--- src/rtl/atm_controller_param_if.sv ---
// rtl/atm_controller_param_if.sv - Session/transaction bus of the ATM controller
//
// Groups every non-clock, non-reset signal of atm_controller_param.
//   master : drives card/PIN/amount/day inputs, observes results (bench, host)
//   slave  : the controller itself
// Parameters AMOUNT_W / BALANCE_W must match the controller instance.
interface atm_controller_param_if #(
  parameter int AMOUNT_W  = 32,
  parameter int BALANCE_W = 64
);
  logic                 tarjeta_recibida;
  logic                 cancelar;
  logic                 digito_stb;
  logic [3:0]           digito;
  logic                 tipo_trans;
  logic                 monto_stb;
  logic [AMOUNT_W-1:0]  monto;
  logic                 nuevo_dia;
  logic [BALANCE_W-1:0] balance;
  logic                 balance_actualizado;
  logic                 entregar_dinero;
  logic                 pin_incorrecto;
  logic                 advertencia;
  logic                 bloqueo;
  logic                 fondos_insuficientes;
  logic                 limite_excedido;

  modport master (
    output tarjeta_recibida, cancelar, digito_stb, digito, tipo_trans,
           monto_stb, monto, nuevo_dia,
    input  balance, balance_actualizado, entregar_dinero, pin_incorrecto,
           advertencia, bloqueo, fondos_insuficientes, limite_excedido
  );

  modport slave (
    input  tarjeta_recibida, cancelar, digito_stb, digito, tipo_trans,
           monto_stb, monto, nuevo_dia,
    output balance, balance_actualizado, entregar_dinero, pin_incorrecto,
           advertencia, bloqueo, fondos_insuficientes, limite_excedido
  );
endinterface

--- src/rtl/atm_controller_param.sv ---
// rtl/atm_controller_param.sv - Parametrised ATM PIN/transaction controller
//
// Authenticates a PIN of PIN_DIGITS BCD digits (MSD first), locks after
// MAX_ATTEMPTS consecutive wrong PINs, then runs one deposit (saturating)
// or withdrawal against an internal balance register.
//
// Ports:
//   clk  - rising-edge clock
//   rst  - asynchronous active-low reset
//   bus  - atm_controller_param_if.slave
//          in : tarjeta_recibida, cancelar, digito_stb, digito, tipo_trans,
//               monto_stb, monto, nuevo_dia
//          out: balance, balance_actualizado, entregar_dinero, pin_incorrecto,
//               advertencia, bloqueo, fondos_insuficientes, limite_excedido
//
// Optional feature macro: ATM_DAILY_LIMIT_EN
//   defined   - daily withdrawal accumulator, nuevo_dia and limite_excedido
//   undefined - withdrawals limited by balance only, limite_excedido = 0
module atm_controller_param #(
  parameter int                        PIN_DIGITS   = 4,
  parameter logic [PIN_DIGITS*4-1:0]   PIN_VALUE    = 16'h1234,
  parameter int                        MAX_ATTEMPTS = 3,
  parameter int                        AMOUNT_W     = 32,
  parameter int                        BALANCE_W    = 64,
  parameter logic [BALANCE_W-1:0]      INIT_BALANCE = '0,
  parameter longint unsigned           DAILY_LIMIT  = 1000
) (
  input  logic                  clk,
  input  logic                  rst,
  atm_controller_param_if.slave bus
);

  localparam int PIN_W = PIN_DIGITS * 4;
  localparam int CNT_W = 4;
  localparam int ATT_W = 4;

  localparam logic [CNT_W-1:0]     DIGITS_C = CNT_W'(PIN_DIGITS);
  localparam logic [ATT_W-1:0]     ATT_LOCK = ATT_W'(MAX_ATTEMPTS);
  localparam logic [ATT_W-1:0]     ATT_WARN = ATT_W'(MAX_ATTEMPTS - 1);
  localparam logic [BALANCE_W-1:0] BAL_MAX  = '1;

  typedef enum logic [2:0] {
    S_IDLE, S_PIN, S_VERIFY, S_AMOUNT, S_EXEC, S_LOCK
  } state_t;

  state_t               state_q, state_d;
  logic [CNT_W-1:0]     cnt_q, cnt_d;
  logic [PIN_W-1:0]     pin_q, pin_d;
  logic [ATT_W-1:0]     att_q, att_d;
  logic                 adv_q, adv_d;
  logic                 blo_q, blo_d;
  logic [BALANCE_W-1:0] bal_q, bal_d;
  logic [AMOUNT_W-1:0]  monto_q, monto_d;
  logic                 tipo_q, tipo_d;
  logic                 upd_q, upd_d;
  logic                 ent_q, ent_d;
  logic                 inc_q, inc_d;
  logic                 fond_q, fond_d;

  logic [BALANCE_W-1:0] monto_ext;
  logic [BALANCE_W:0]   dep_sum;

  assign monto_ext = BALANCE_W'(monto_q);
  // One extra bit catches the carry used for saturation.
  assign dep_sum   = {1'b0, bal_q} + {1'b0, monto_ext};

`ifdef ATM_DAILY_LIMIT_EN
  localparam logic [BALANCE_W:0] LIMIT_EXT = (BALANCE_W+1)'(DAILY_LIMIT);

  logic [BALANCE_W-1:0] acc_q, acc_d;
  logic                 lim_q, lim_d;
  logic [BALANCE_W:0]   acc_sum;
  logic                 over_limit;

  assign acc_sum    = {1'b0, acc_q} + {1'b0, monto_ext};
  assign over_limit = acc_sum > LIMIT_EXT;
  assign bus.limite_excedido = lim_q;
`else
  localparam longint unsigned UNUSED_DAILY_LIMIT = DAILY_LIMIT;
  logic unused_nuevo_dia;
  assign unused_nuevo_dia    = bus.nuevo_dia;
  assign bus.limite_excedido = 1'b0;
`endif

  always_comb begin
    state_d = state_q;
    cnt_d   = cnt_q;
    pin_d   = pin_q;
    att_d   = att_q;
    adv_d   = adv_q;
    blo_d   = blo_q;
    bal_d   = bal_q;
    monto_d = monto_q;
    tipo_d  = tipo_q;
    upd_d   = 1'b0;
    ent_d   = 1'b0;
    inc_d   = 1'b0;
    fond_d  = 1'b0;
`ifdef ATM_DAILY_LIMIT_EN
    lim_d   = 1'b0;
    acc_d   = acc_q;
    if (bus.nuevo_dia && state_q != S_LOCK) acc_d = '0;
`endif

    case (state_q)
      S_IDLE: begin
        // Keep the digit path cleared while idle so PIN always starts fresh.
        cnt_d = '0;
        pin_d = '0;
        if (bus.tarjeta_recibida) state_d = S_PIN;
      end

      S_PIN: begin
        if (bus.cancelar) begin
          state_d = S_IDLE;
        end else if (bus.digito_stb) begin
          pin_d = (pin_q << 4) | PIN_W'(bus.digito);
          cnt_d = cnt_q + 4'd1;
          if (cnt_q + 4'd1 == DIGITS_C) state_d = S_VERIFY;
        end
      end

      S_VERIFY: begin
        if (bus.cancelar) begin
          state_d = S_IDLE;
        end else if (pin_q == PIN_VALUE) begin
          att_d   = '0;
          adv_d   = 1'b0;
          state_d = S_AMOUNT;
        end else begin
          inc_d = 1'b1;
          att_d = att_q + 4'd1;
          cnt_d = '0;
          pin_d = '0;
          if (att_q + 4'd1 == ATT_LOCK) begin
            blo_d   = 1'b1;
            adv_d   = 1'b0;
            state_d = S_LOCK;
          end else begin
            if (att_q + 4'd1 == ATT_WARN) adv_d = 1'b1;
            state_d = S_PIN;
          end
        end
      end

      S_AMOUNT: begin
        if (bus.cancelar) begin
          state_d = S_IDLE;
        end else if (bus.monto_stb) begin
          monto_d = bus.monto;
          tipo_d  = bus.tipo_trans;
          state_d = S_EXEC;
        end
      end

      S_EXEC: begin
        state_d = S_IDLE;
        if (!tipo_q) begin
          bal_d = dep_sum[BALANCE_W] ? BAL_MAX : dep_sum[BALANCE_W-1:0];
          upd_d = 1'b1;
        end else if (monto_ext > bal_q) begin
          fond_d = 1'b1;
`ifdef ATM_DAILY_LIMIT_EN
        end else if (over_limit) begin
          lim_d = 1'b1;
`endif
        end else begin
          bal_d = bal_q - monto_ext;
          upd_d = 1'b1;
          ent_d = 1'b1;
`ifdef ATM_DAILY_LIMIT_EN
          // A coinciding new-day pulse wins: the limit was checked on old acc.
          acc_d = bus.nuevo_dia ? '0 : acc_sum[BALANCE_W-1:0];
`endif
        end
      end

      S_LOCK: begin
      end

      default: state_d = S_IDLE;
    endcase
  end

  always_ff @(posedge clk or negedge rst) begin
    if (!rst) begin
      state_q <= S_IDLE;
      cnt_q   <= '0;
      pin_q   <= '0;
      att_q   <= '0;
      adv_q   <= 1'b0;
      blo_q   <= 1'b0;
      bal_q   <= INIT_BALANCE;
      monto_q <= '0;
      tipo_q  <= 1'b0;
      upd_q   <= 1'b0;
      ent_q   <= 1'b0;
      inc_q   <= 1'b0;
      fond_q  <= 1'b0;
`ifdef ATM_DAILY_LIMIT_EN
      acc_q   <= '0;
      lim_q   <= 1'b0;
`endif
    end else begin
      state_q <= state_d;
      cnt_q   <= cnt_d;
      pin_q   <= pin_d;
      att_q   <= att_d;
      adv_q   <= adv_d;
      blo_q   <= blo_d;
      bal_q   <= bal_d;
      monto_q <= monto_d;
      tipo_q  <= tipo_d;
      upd_q   <= upd_d;
      ent_q   <= ent_d;
      inc_q   <= inc_d;
      fond_q  <= fond_d;
`ifdef ATM_DAILY_LIMIT_EN
      acc_q   <= acc_d;
      lim_q   <= lim_d;
`endif
    end
  end

  assign bus.balance              = bal_q;
  assign bus.balance_actualizado  = upd_q;
  assign bus.entregar_dinero      = ent_q;
  assign bus.pin_incorrecto       = inc_q;
  assign bus.advertencia          = adv_q;
  assign bus.bloqueo              = blo_q;
  assign bus.fondos_insuficientes = fond_q;

endmodule

--- src/flat_wrapper.sv ---
// flat-port wrapper written by rule: the top's interface ports become plain ports
module atm_controller_param_flat 
#(
  parameter int                        PIN_DIGITS   = 4,
  parameter logic [PIN_DIGITS*4-1:0]   PIN_VALUE    = 16'h1234,
  parameter int                        MAX_ATTEMPTS = 3,
  parameter int                        AMOUNT_W     = 32,
  parameter int                        BALANCE_W    = 64,
  parameter logic [BALANCE_W-1:0]      INIT_BALANCE = '0,
  parameter longint unsigned           DAILY_LIMIT  = 1000
)
  (clk, rst, bus_tarjeta_recibida, bus_cancelar, bus_digito_stb, bus_digito, bus_tipo_trans, bus_monto_stb, bus_monto, bus_nuevo_dia, bus_balance, bus_balance_actualizado, bus_entregar_dinero, bus_pin_incorrecto, bus_advertencia, bus_bloqueo, bus_fondos_insuficientes, bus_limite_excedido);
  atm_controller_param_if #(.AMOUNT_W(AMOUNT_W), .BALANCE_W(BALANCE_W)) bus_i ();
  input  logic clk;
  input  logic rst;
  input wire logic [$bits(bus_i.tarjeta_recibida)-1:0] bus_tarjeta_recibida;
  input wire logic [$bits(bus_i.cancelar)-1:0] bus_cancelar;
  input wire logic [$bits(bus_i.digito_stb)-1:0] bus_digito_stb;
  input wire logic [$bits(bus_i.digito)-1:0] bus_digito;
  input wire logic [$bits(bus_i.tipo_trans)-1:0] bus_tipo_trans;
  input wire logic [$bits(bus_i.monto_stb)-1:0] bus_monto_stb;
  input wire logic [$bits(bus_i.monto)-1:0] bus_monto;
  input wire logic [$bits(bus_i.nuevo_dia)-1:0] bus_nuevo_dia;
  output wire logic [$bits(bus_i.balance)-1:0] bus_balance;
  output wire logic [$bits(bus_i.balance_actualizado)-1:0] bus_balance_actualizado;
  output wire logic [$bits(bus_i.entregar_dinero)-1:0] bus_entregar_dinero;
  output wire logic [$bits(bus_i.pin_incorrecto)-1:0] bus_pin_incorrecto;
  output wire logic [$bits(bus_i.advertencia)-1:0] bus_advertencia;
  output wire logic [$bits(bus_i.bloqueo)-1:0] bus_bloqueo;
  output wire logic [$bits(bus_i.fondos_insuficientes)-1:0] bus_fondos_insuficientes;
  output wire logic [$bits(bus_i.limite_excedido)-1:0] bus_limite_excedido;
  assign bus_i.tarjeta_recibida = bus_tarjeta_recibida;
  assign bus_i.cancelar = bus_cancelar;
  assign bus_i.digito_stb = bus_digito_stb;
  assign bus_i.digito = bus_digito;
  assign bus_i.tipo_trans = bus_tipo_trans;
  assign bus_i.monto_stb = bus_monto_stb;
  assign bus_i.monto = bus_monto;
  assign bus_i.nuevo_dia = bus_nuevo_dia;
  assign bus_balance = bus_i.balance;
  assign bus_balance_actualizado = bus_i.balance_actualizado;
  assign bus_entregar_dinero = bus_i.entregar_dinero;
  assign bus_pin_incorrecto = bus_i.pin_incorrecto;
  assign bus_advertencia = bus_i.advertencia;
  assign bus_bloqueo = bus_i.bloqueo;
  assign bus_fondos_insuficientes = bus_i.fondos_insuficientes;
  assign bus_limite_excedido = bus_i.limite_excedido;
  atm_controller_param #(.PIN_DIGITS(PIN_DIGITS), .PIN_VALUE(PIN_VALUE), .MAX_ATTEMPTS(MAX_ATTEMPTS), .AMOUNT_W(AMOUNT_W), .BALANCE_W(BALANCE_W), .INIT_BALANCE(INIT_BALANCE), .DAILY_LIMIT(DAILY_LIMIT)) u_core (.clk(clk), .rst(rst), .bus(bus_i));
endmodule
--- config.mk ---
export PLATFORM = sky130hd
export DESIGN_NAME = atm_controller_param_flat
export DESIGN_NICKNAME = d
export VERILOG_FILES = /design/src/rtl/atm_controller_param_if.sv /design/src/rtl/atm_controller_param.sv /design/src/flat_wrapper.sv
export SDC_FILE = /design/constraint.sdc
export NUM_CORES = 1
export LEC_CHECK = 0
export ABC_CLOCK_PERIOD_IN_PS = 4300
export CAP_MARGIN = 20
export CORE_ASPECT_RATIO = 1.4
export CORE_UTILIZATION = 58
export DETAILED_ROUTE_END_ITERATION = 7
export PLACE_DENSITY = 0.94
export SYNTH_ARGS = -nofsm -noshare
export SYNTH_HDL_FRONTEND = slang
export SYNTH_SLANG_ARGS = --single-unit
--- constraint.sdc ---
create_clock -name clk -period 4.3 [get_ports clk]
set_input_delay 0.86 -clock clk [delete_from_list [all_inputs] [get_ports clk]]
set_output_delay 0.86 -clock clk [all_outputs]
set_load 0.01 [all_outputs]
## Yosys cells after proc, flatten, opt, wreduce, memory -nomap -nowiden

Cells that the tools add are included.

| storage, ports and cells | value |
|---|---|
| flip-flop bits (word level) | 130 |
| input bits | 44 |
| output and inout bits | 71 |
| word-level logic and storage cells | 88 |

| operators by class | value |
|---|---|
| add/sub/neg operators | 4 |
| order comparisons | 1 |
| equal/unequal tests | 18 |
| multiplexer cells | 38 |
| bitwise logic cells | 4 |
| reductions and logical operators | 10 |

Operators by type and width:

| cell | number |
|---|---|
| 64-bit 2-to-1 mux | 3 |
| 64-bit by 32-bit adder with 65-bit output | 1 |
| 32-bit by 64-bit greater-than comparator with 1-bit output | 1 |
| 16-bit 2-to-1 mux | 4 |
| 64-bit by 32-bit subtractor with 64-bit output | 1 |
| 16-bit case mux with 3 select lines | 1 |
| 3-bit 2-to-1 mux | 9 |
| 4-bit 2-to-1 mux | 5 |
| 16-bit by 13-bit == test with 1-bit output (second input constant) | 1 |
| 16-bit by 4-bit OR with 16-bit output | 1 |
| 3-bit case mux with 5 select lines | 1 |
| 1-bit 2-to-1 mux | 14 |
| 2-bit inequality test (second input constant) | 6 |
| 4-bit case mux with 3 select lines | 1 |
| 5-bit AND reduction | 2 |
| 4-bit by 1-bit adder with 4-bit output (second input constant) | 2 |
| 4-bit by 2-bit == test with 1-bit output (second input constant) | 2 |
| 3-bit by 2-bit == test with 1-bit output (second input constant) | 2 |
| 3-bit == test (second input constant) | 2 |
| 3-bit inequality test (second input constant) | 2 |
| 3-bit AND reduction | 2 |
| 3-bit nonzero test | 2 |
| 4-bit by 3-bit == test with 1-bit output (second input constant) | 1 |
| 2-bit AND reduction | 2 |
| other kinds (5) | 7 |

## Depth between registers and ports, before layout

Gate-level depths: netlist (run 1).

| logic depth | value |
|---|---|
| depth after elaboration | 6 |
| gate-level depth with buffers | 15 |
| mapped depth without buffers | 15 |

## Worst setup path before layout (run 1)

OpenSTA, ideal clock, no wires.

| path | value |
|---|---|
| path kind | register -> register |
| start | reg u_core.bal_q[7], in the netlist u_core.bus.balance[7] |
| end | reg u_core.bal_q[51], in the netlist u_core.bus.balance[51] |
| setup time | 0.125 ns |
| data arrival time | 3.423 ns |
| required time | 4.175 ns |
| path slack | 0.753 ns |
| stages on the path, launching flop included | 13 |
| path buffers | 1 |
| period minus slack after synthesis | 3.547 ns |
| cells stage by stage | dfrtp_1 > ha_1 > clkbuf_1 > nor4_1 > inv_1 > a311oi_1 > o22ai_1 > nor4_1 > o2111ai_1 > a21o_1 > or4_1 > a21oi_1 > mux2_2 |

| on the way | value |
|---|---|
| word-level cells in the longest chain between the ends | 3 |
| elaborated cells between the ends (all ways) | 8 |
| those cells by class | add/sub: 2; order compare: 1; eq/ne: 1; mux: 3; reduce/logical: 1 |

Ends and longest elaborated chain:

| element | line | source |
|---|---|---|
| start: declaration | atm_controller_param.sv:52 | `logic [BALANCE_W-1:0] bal_q, bal_d;` |
| start signal: assignment | atm_controller_param.sv:211 | `bal_q <= bal_d;` |
| 64-bit by 32-bit adder with 65-bit output (tied with other cells) | atm_controller_param.sv:65 | `assign dep_sum = {1'b0, bal_q} + {1'b0, monto_ext};` |
| 64-bit 2-to-1 mux (tied with other cells) | atm_controller_param.sv:159 | `bal_d = dep_sum[BALANCE_W] ? BAL_MAX : dep_sum[BALANCE_W-1:0];` |
| 64-bit 2-to-1 mux / 2-bit AND reduction (equally long branches) | -- |  |

Several ways; a longest one is shown, not always the timed one. The select of a mux whose other input is x is not followed.
A chain may end at the register's enable or synchronous reset.

## Final worst setup path (run 1)

Same ends and word-level chain as after synthesis.

==> results.tsv, run 1 <==
metric	value	unit
postSynthCellCount	1269	
routed_wl	30.8	mm
path_max_fanout	8	
fin_tns_setup	0	ns
critPathMaxStageDelay	0.50	ns
leakage	0.00515	uW
cpMostUsedCell	nor4_1	
root_buffer	clkbuf_16	
rr_startpoint	u_core.bus.balance[7]	
hpwlAfterDp	21.9	mm
setup_viol	0	
grt_pass1_vias	10163	
rows	57	
power_switching	5510	uW
rrSetupSlack	0.24	ns
ctsResizeCount	0	
cts_tree	built	
ys_ff_latch	130	
antenna_cells	0	
vias	10462	
gp_congestion	0.975	
power.density	876	nW/um^2
path_depth	11	
fin_nets	1472	
finalPower	10800	uW
synth_top_area_cell	dfrtp_1	
dr.pass1.iters	6	
relSlewSlack	0.328	
crit_family	simple AND/OR/NAND/NOR gates	
rsz0062_at_grt	false	
start_util	0.592	
via_per_inst	6.51	
fin_skew	0.0167	ns
worst_pin_slew	1.01	ns
cts.path.max_buffers	2	
grt_pass1_wl	50.0	mm
netlist_area	10300	um^2
synthToLayoutAreaGrowth	19.3	%
ctsHoldBuffers	0	
maxCapViolations	0	
end_kind	flip-flop	
cp_slowest_cell	nor4_1	
synth-edff-count	0	
p_int	5260	uW
period_share	0.944	
insertion_delay	0.45	ns
core-area	17400	um^2
yosys_warnings	0	
layout_common_cells	nand2_1, dfrtp_1, a21oi_1	
antenna_found_initial	0	
die_width	115	um
htreeDepth	4	
grt_max_degree	114	
ios	115	
die-area	18300	um^2
worstSetupPathType	flip-flop to flip-flop	
avgSynthCellArea	8.12	um^2
die_h	160	um
drt-wirelength-per-cell	19.2	um
clk_pin_slew	0.07	ns
drtIter0Drc	1004	
port_buffers	112	
pwr-share-seq	0.201	
pwr-share-clk	0.139	
fillers	1406	
synth_flop_cell	dfrtp_1	
synth_seq_area_share	0.316	
synth_top_area_share	0.316	
synth_nets	1384	
reg2reg_to	u_core.bus.balance[51]	
gr-total-overflow	0	
final_util	0.706	
path_buf_inv	1	
peakVddDrop	0.354	mV
worstPathCellList	ha_1 > nor4_1 > inv_1 > a311oi_1 > o22ai_1 > nor4_1 > o2111ai_1 > a21o_1 > or4_1 > a21oi_1 > mux2_2	
period_needed	4.06	ns
ys_types	82	
track_usage	0.343	
numCtsBuffers	17	
setup.worst_path.end	u_core.bus.balance[51]	
synthTopCellsByArea	dfrtp_1, ha_1, a21oi_1	
power_frac_comb	0.660	
finalHoldViolations	0	
fmaxAchievable	0.246	GHz
startpoint	u_core.bus.balance[7]	
swShare	0.512	
async_flop_share	1.00	
cts_sinks	130	
reg2regPathDepth	11	
postCtsSetupBuffers	0	
ant_nets	0	
remaining_drc_errors	0	
worstPathArrival	4.38	ns
run_status	completed	
finalMaxSlewViolations	0	
final_common_cell	nand2_1	
hold_class	input pin to asynchronous set/reset pin	
start_kind	flip-flop	
required	4.63	ns
drive_gt1_frac	0.0985	
==> registers in the layout (all words and copies together) (netlist names) <==
signal and count:
u_core.cnt_q 4, u_core.att_q 4, u_core.monto_q 32, u_core.bus.balance_actualizado 1, u_core.bus.balance 64, u_core.state_q 3
u_core.bus.entregar_dinero 1, u_core.bus.pin_incorrecto 1, u_core.bus.fondos_insuficientes 1, u_core.bus.advertencia 1, u_core.tipo_q 1, u_core.pin_q 16
u_core.bus.bloqueo 1
==> cell type report <==
cell class / count / area [um^2] / area share
clock buffers: 17 / 425 / 0.0346
repair buffers: 143 / 1390 / 0.113
clock inverters: 15 / 180 / 0.0147
multi-input cells: 983 / 6440 / 0.524
inverters: 82 / 310 / 0.0252
flip-flops and latches: 130 / 3250 / 0.265
well taps: 236 / 295 / 0.0240
==> synth_stat cells, drive strengths merged, types with 14 or more instances <==
cell / count
o21ai: 74
xnor2: 26
nor4: 16
a31oi: 26
nor2: 100
o31ai: 18
clkbuf: 59
nand3: 37
ha: 69
dfrtp: 130
inv: 81
nor3: 42
mux2: 55
nand2b: 16
o22a: 14
or3: 14
nand2: 142
nand4: 20
or4: 15
a21oi: 115
buf: 15
==> worst min-delay path by stage <==
| stage | cells past startpoint | endpoint |
|---|---|---|
| detailed placement | 1 | u_core.bus.bloqueo |
| global route | 1 | u_core.bus.balance[24] |
| CTS | 2 | u_core.pin_q[12] |
| floorplan | 2 | u_core.pin_q[12] |
| global placement | 2 | u_core.pin_q[12] |
| finish | 1 | u_core.bus.balance[24] |
==> logic make-up after synthesis <==
kind of cell | Yosys count | synth area share
AND/OR/NAND/NOR | 454 | 0.216
AO/OA/AOI/OAI | 370 | 0.232
buffers and inverters | 156 | 0.0598
flip-flops | 130 | 0.316
adder cells (fa/ha/maj) | 71 | 0.0876
multiplexers | 57 | 0.0631
XOR/XNOR | 30 | 0.0255
other | 1 | 0.000364
==> metal layers <==
metal  up-vias  part of all wire  track usage
met3       141             0.080       0.0759
li1       4780                 -            -
met4         0             0.047        0.184
met1      4967              0.37        0.390
met2       574              0.50        0.594
met5         -                 0            0
==> worst register-to-register path, cell delays in order (launching register included) <==
cell       delay (ns)
dfrtp_1          0.43
ha_1             0.43
nor4_1           0.50
inv_1            0.07
a311oi_1         0.30
o22ai_1          0.17
nor4_1           0.36
o2111ai_1        0.32
a21o_1           0.31
or4_1            0.47
a21oi_1          0.22
mux2_2           0.36
==> stage by stage <==
step	cell area (um^2)	std cells	setup slack, ns	hold slack [ns]
after detailed placement	11700	1573	0.324	0.474
final	12300	1606	0.241	0.330
after CTS	12300	1605	0.292	0.492
after global placement	11700	1573	0.461	0.454
after floorplan	10300	1269	0.753	0.442
after global routing	12300	1606	0.0342	0.369
==> power groups by stage <==
stage	sequential (uW)	combinational (uW)	clock (uW)
after floorplan	2100	4860	0
after global placement	2130	6710	0
after detailed placement	2170	6840	0
after CTS	2150	6910	1500
after global routing	2220	7690	1560
final	2160	7110	1500
No activity file was read; power rests on OpenSTA's default activity.
==> run 2, diff against run 1 <==
ABC_CLOCK_PERIOD_IN_PS = 3900   (was 4300)
clock period = 3.9 ns   (was 4.3 ns; I/O delays follow)
==> run 2 against run 1 <==
Against the previous run:
- final area rose by 2.5%
- register-to-register slack got worse by 0.11 ns
- largest cell class unchanged
- sequential power up 12%
- clock skew fell by 0.0014 ns
- power grew 13%
==> results.tsv, run 2 (synthesis results as in run 1) <==
metric	value	unit	change
fmaxAchievable	0.265	GHz	+7.7%
path_max_fanout	23		+15
die_h	160	um	unchanged
port_buffers	112		unchanged
swShare	0.502		-0.00974
via_per_inst	6.35		-2.5%
htreeDepth	4		unchanged
root_buffer	clkbuf_16		
worst_pin_slew	0.986	ns	-0.0192 ns
ant_nets	0		unchanged
die-area	18300	um^2	unchanged
vias	10383		-0.76%
antenna_cells	0		unchanged
pwr-share-clk	0.137		-0.002
worstPathCellList	or4_1 > or3_1 > or4_1 > or2_4 > nor4_4 > a31o_4 > buf_4 > a41o_1 > buf_12 > o22a_1		
postCtsSetupBuffers	0		unchanged
final_common_cell	nand2_1		
drive_gt1_frac	0.123		+0.0245
required	4.26	ns	-0.37 ns
numCtsBuffers	17		unchanged
post-place-ws	-0.0866	ns	-0.411 ns
fillers	1379		-1.9%
finalWorstSetupSlack	0.130	ns	-0.111 ns
fin_nets	1500		+1.9%
worstPathArrival	4.13	ns	-0.25 ns
p_int	6050	uW	+15%
grt_pass1_wl	49.5	mm	-1.0%
power_frac_comb	0.663		+0.003
ios	115		unchanged
drtIter0Drc	1040		+3.6%
finalHoldViolations	0		unchanged
cpMostUsedCell	or4_1		
dr.pass1.iters	7		+1
grt_max_degree	88		-23%
cts.path.max_buffers	2		unchanged
maxCapViolations	0		unchanged
core-area	17400	um^2	unchanged
clk_pin_slew	0.06	ns	about the same
power_switching	6100	uW	+11%
grt_pass1_vias	10041		-1.2%
drt-wirelength-per-cell	18.8	um	-2.1%
remaining_drc_errors	0		unchanged
relSlewSlack	0.334		+0.00580
worstSetupPathType	flip-flop to flip-flop		
regArea	3250	um^2	unchanged
pwr-share-seq	0.199		-0.002
leakage	0.00532	uW	+3.2%
layout_common_cells	nand2_1, dfrtp_1, a21oi_1		
critPathMaxStageDelay	0.57	ns	+0.07 ns
power.density	964	nW/um^2	+10%
cp_slowest_cell	or4_1		
gr-total-overflow	0		unchanged
period_share	0.967		+0.0226
ctsHoldBuffers	0		unchanged
finalMaxSlewViolations	0		unchanged
period_needed	3.77	ns	-0.289 ns
hold_class	input pin to asynchronous set/reset pin		
rows	57		unchanged
rsz0062_at_grt	false		
start_util	0.592		unchanged
peakVddDrop	0.469	mV	+33%
gp_congestion	1.01		+3.8%
end_kind	flip-flop		
start_kind	flip-flop		
cts_sinks	130		unchanged
placed_area	11900	um^2	+2.2%
largest_reg_flops	64		unchanged
hpwlAfterDp	22.4	mm	+2.1%
run_status	completed		
die_width	115	um	unchanged
multiInputGateArea	6510	um^2	+1.1%
synthToLayoutAreaGrowth	22.3	%	
insertion_delay	0.44	ns	about the same
fin_skew	0.0153	ns	-0.00138 ns
cts_tree	built		
routed_wl	30.7	mm	-0.38%
finish.instance_area	12600	um^2	+2.5%
antenna_found_initial	0		unchanged
setup_viol	0		unchanged
track_usage	0.341		-0.00258
## run 2: changes by cell type in the layout (fill, tap and decap cells not counted), moves of 2 or more
cell | previous run | this run
nor4_1 | 15 | 13
nor4_2 | 0 | 2
a2111oi_0 | 2 | 0
buf_12 | 1 | 4
buf_4 | 29 | 55
nand2_2 | 2 | 0
clkinv_4 | 0 | 2
clkinv_8 | 5 | 3
## run 2: repair_timing
item / 4_1_cts / 5_1_grt
resized for setup: 2 / 12
pin swaps: 0 / 4
setup endpoints to repair: 2 / 63
## run 2: per-stage QoR
stage                     TNS, ns  power (uW)  instances   util  hold slack (ns)
after floorplan                 0        7680       1269      -            0.442
final                           0       12100       1634  0.724            0.378
after CTS                       0       11900       1634  0.720            0.446
after detailed placement   -0.112       10100       1602  0.685            0.462
after global placement          0        9970       1602  0.685            0.457
after global routing            0       13000       1634  0.724            0.487
## run 2: layout make-up
class | count | area share
clock buffer | 17 | 0.0338
clock inverter | 15 | 0.0149
inverter | 82 | 0.0246
multi-input combinational | 983 | 0.517
sequential | 130 | 0.258
tap | 236 | 0.0234
timing repair buffer | 171 | 0.128
## run 2: layer usage
| layer | vias to the layer above | part of all wire | track usage |
|---|---|---|---|
| met4 | 0 | 0.050 | 0.185 |
| met1 | 4918 | 0.39 | 0.398 |
| met3 | 128 | 0.067 | 0.0657 |
| li1 | 4844 | - | - |
| met5 | - | 0 | 0 |
| met2 | 493 | 0.50 | 0.582 |
## run 2: path summary, 6_finish.rpt
path                                             start                         endpoint  slack (ns)  depth (start not counted)
max in group asynchronous                          rst  u_core.bus.fondos_insuficientes        2.83                          2
worst max register to register  u_core.bus.balance[51]           u_core.bus.balance[20]        0.13                         10
worst max-delay path            u_core.bus.balance[51]           u_core.bus.balance[20]        0.13                         10
worst min register to register      u_core.bus.bloqueo               u_core.bus.bloqueo        0.48                          1
worst min-delay path                               rst               u_core.monto_q[23]        0.38                          1
min in group clk                    u_core.bus.bloqueo               u_core.bus.bloqueo        0.48                          1
## run 2: power by group through the flow
| stage | clock network, uW | registers [uW] | logic [uW] |
|---|---|---|---|
| global route | 1740 | 2500 | 8730 |
| detailed placement | 0 | 2420 | 7720 |
| CTS | 1680 | 2410 | 7810 |
| finish | 1670 | 2420 | 8050 |
| floorplan | 0 | 2320 | 5360 |
| global placement | 0 | 2390 | 7580 |
## run 2: critical path: cells and delay by family (launching register included)
family	cells	cell delay [ns]
buf+inv	2	0.49
compound gates	3	0.80
flops	1	0.44
simple gates	5	1.98
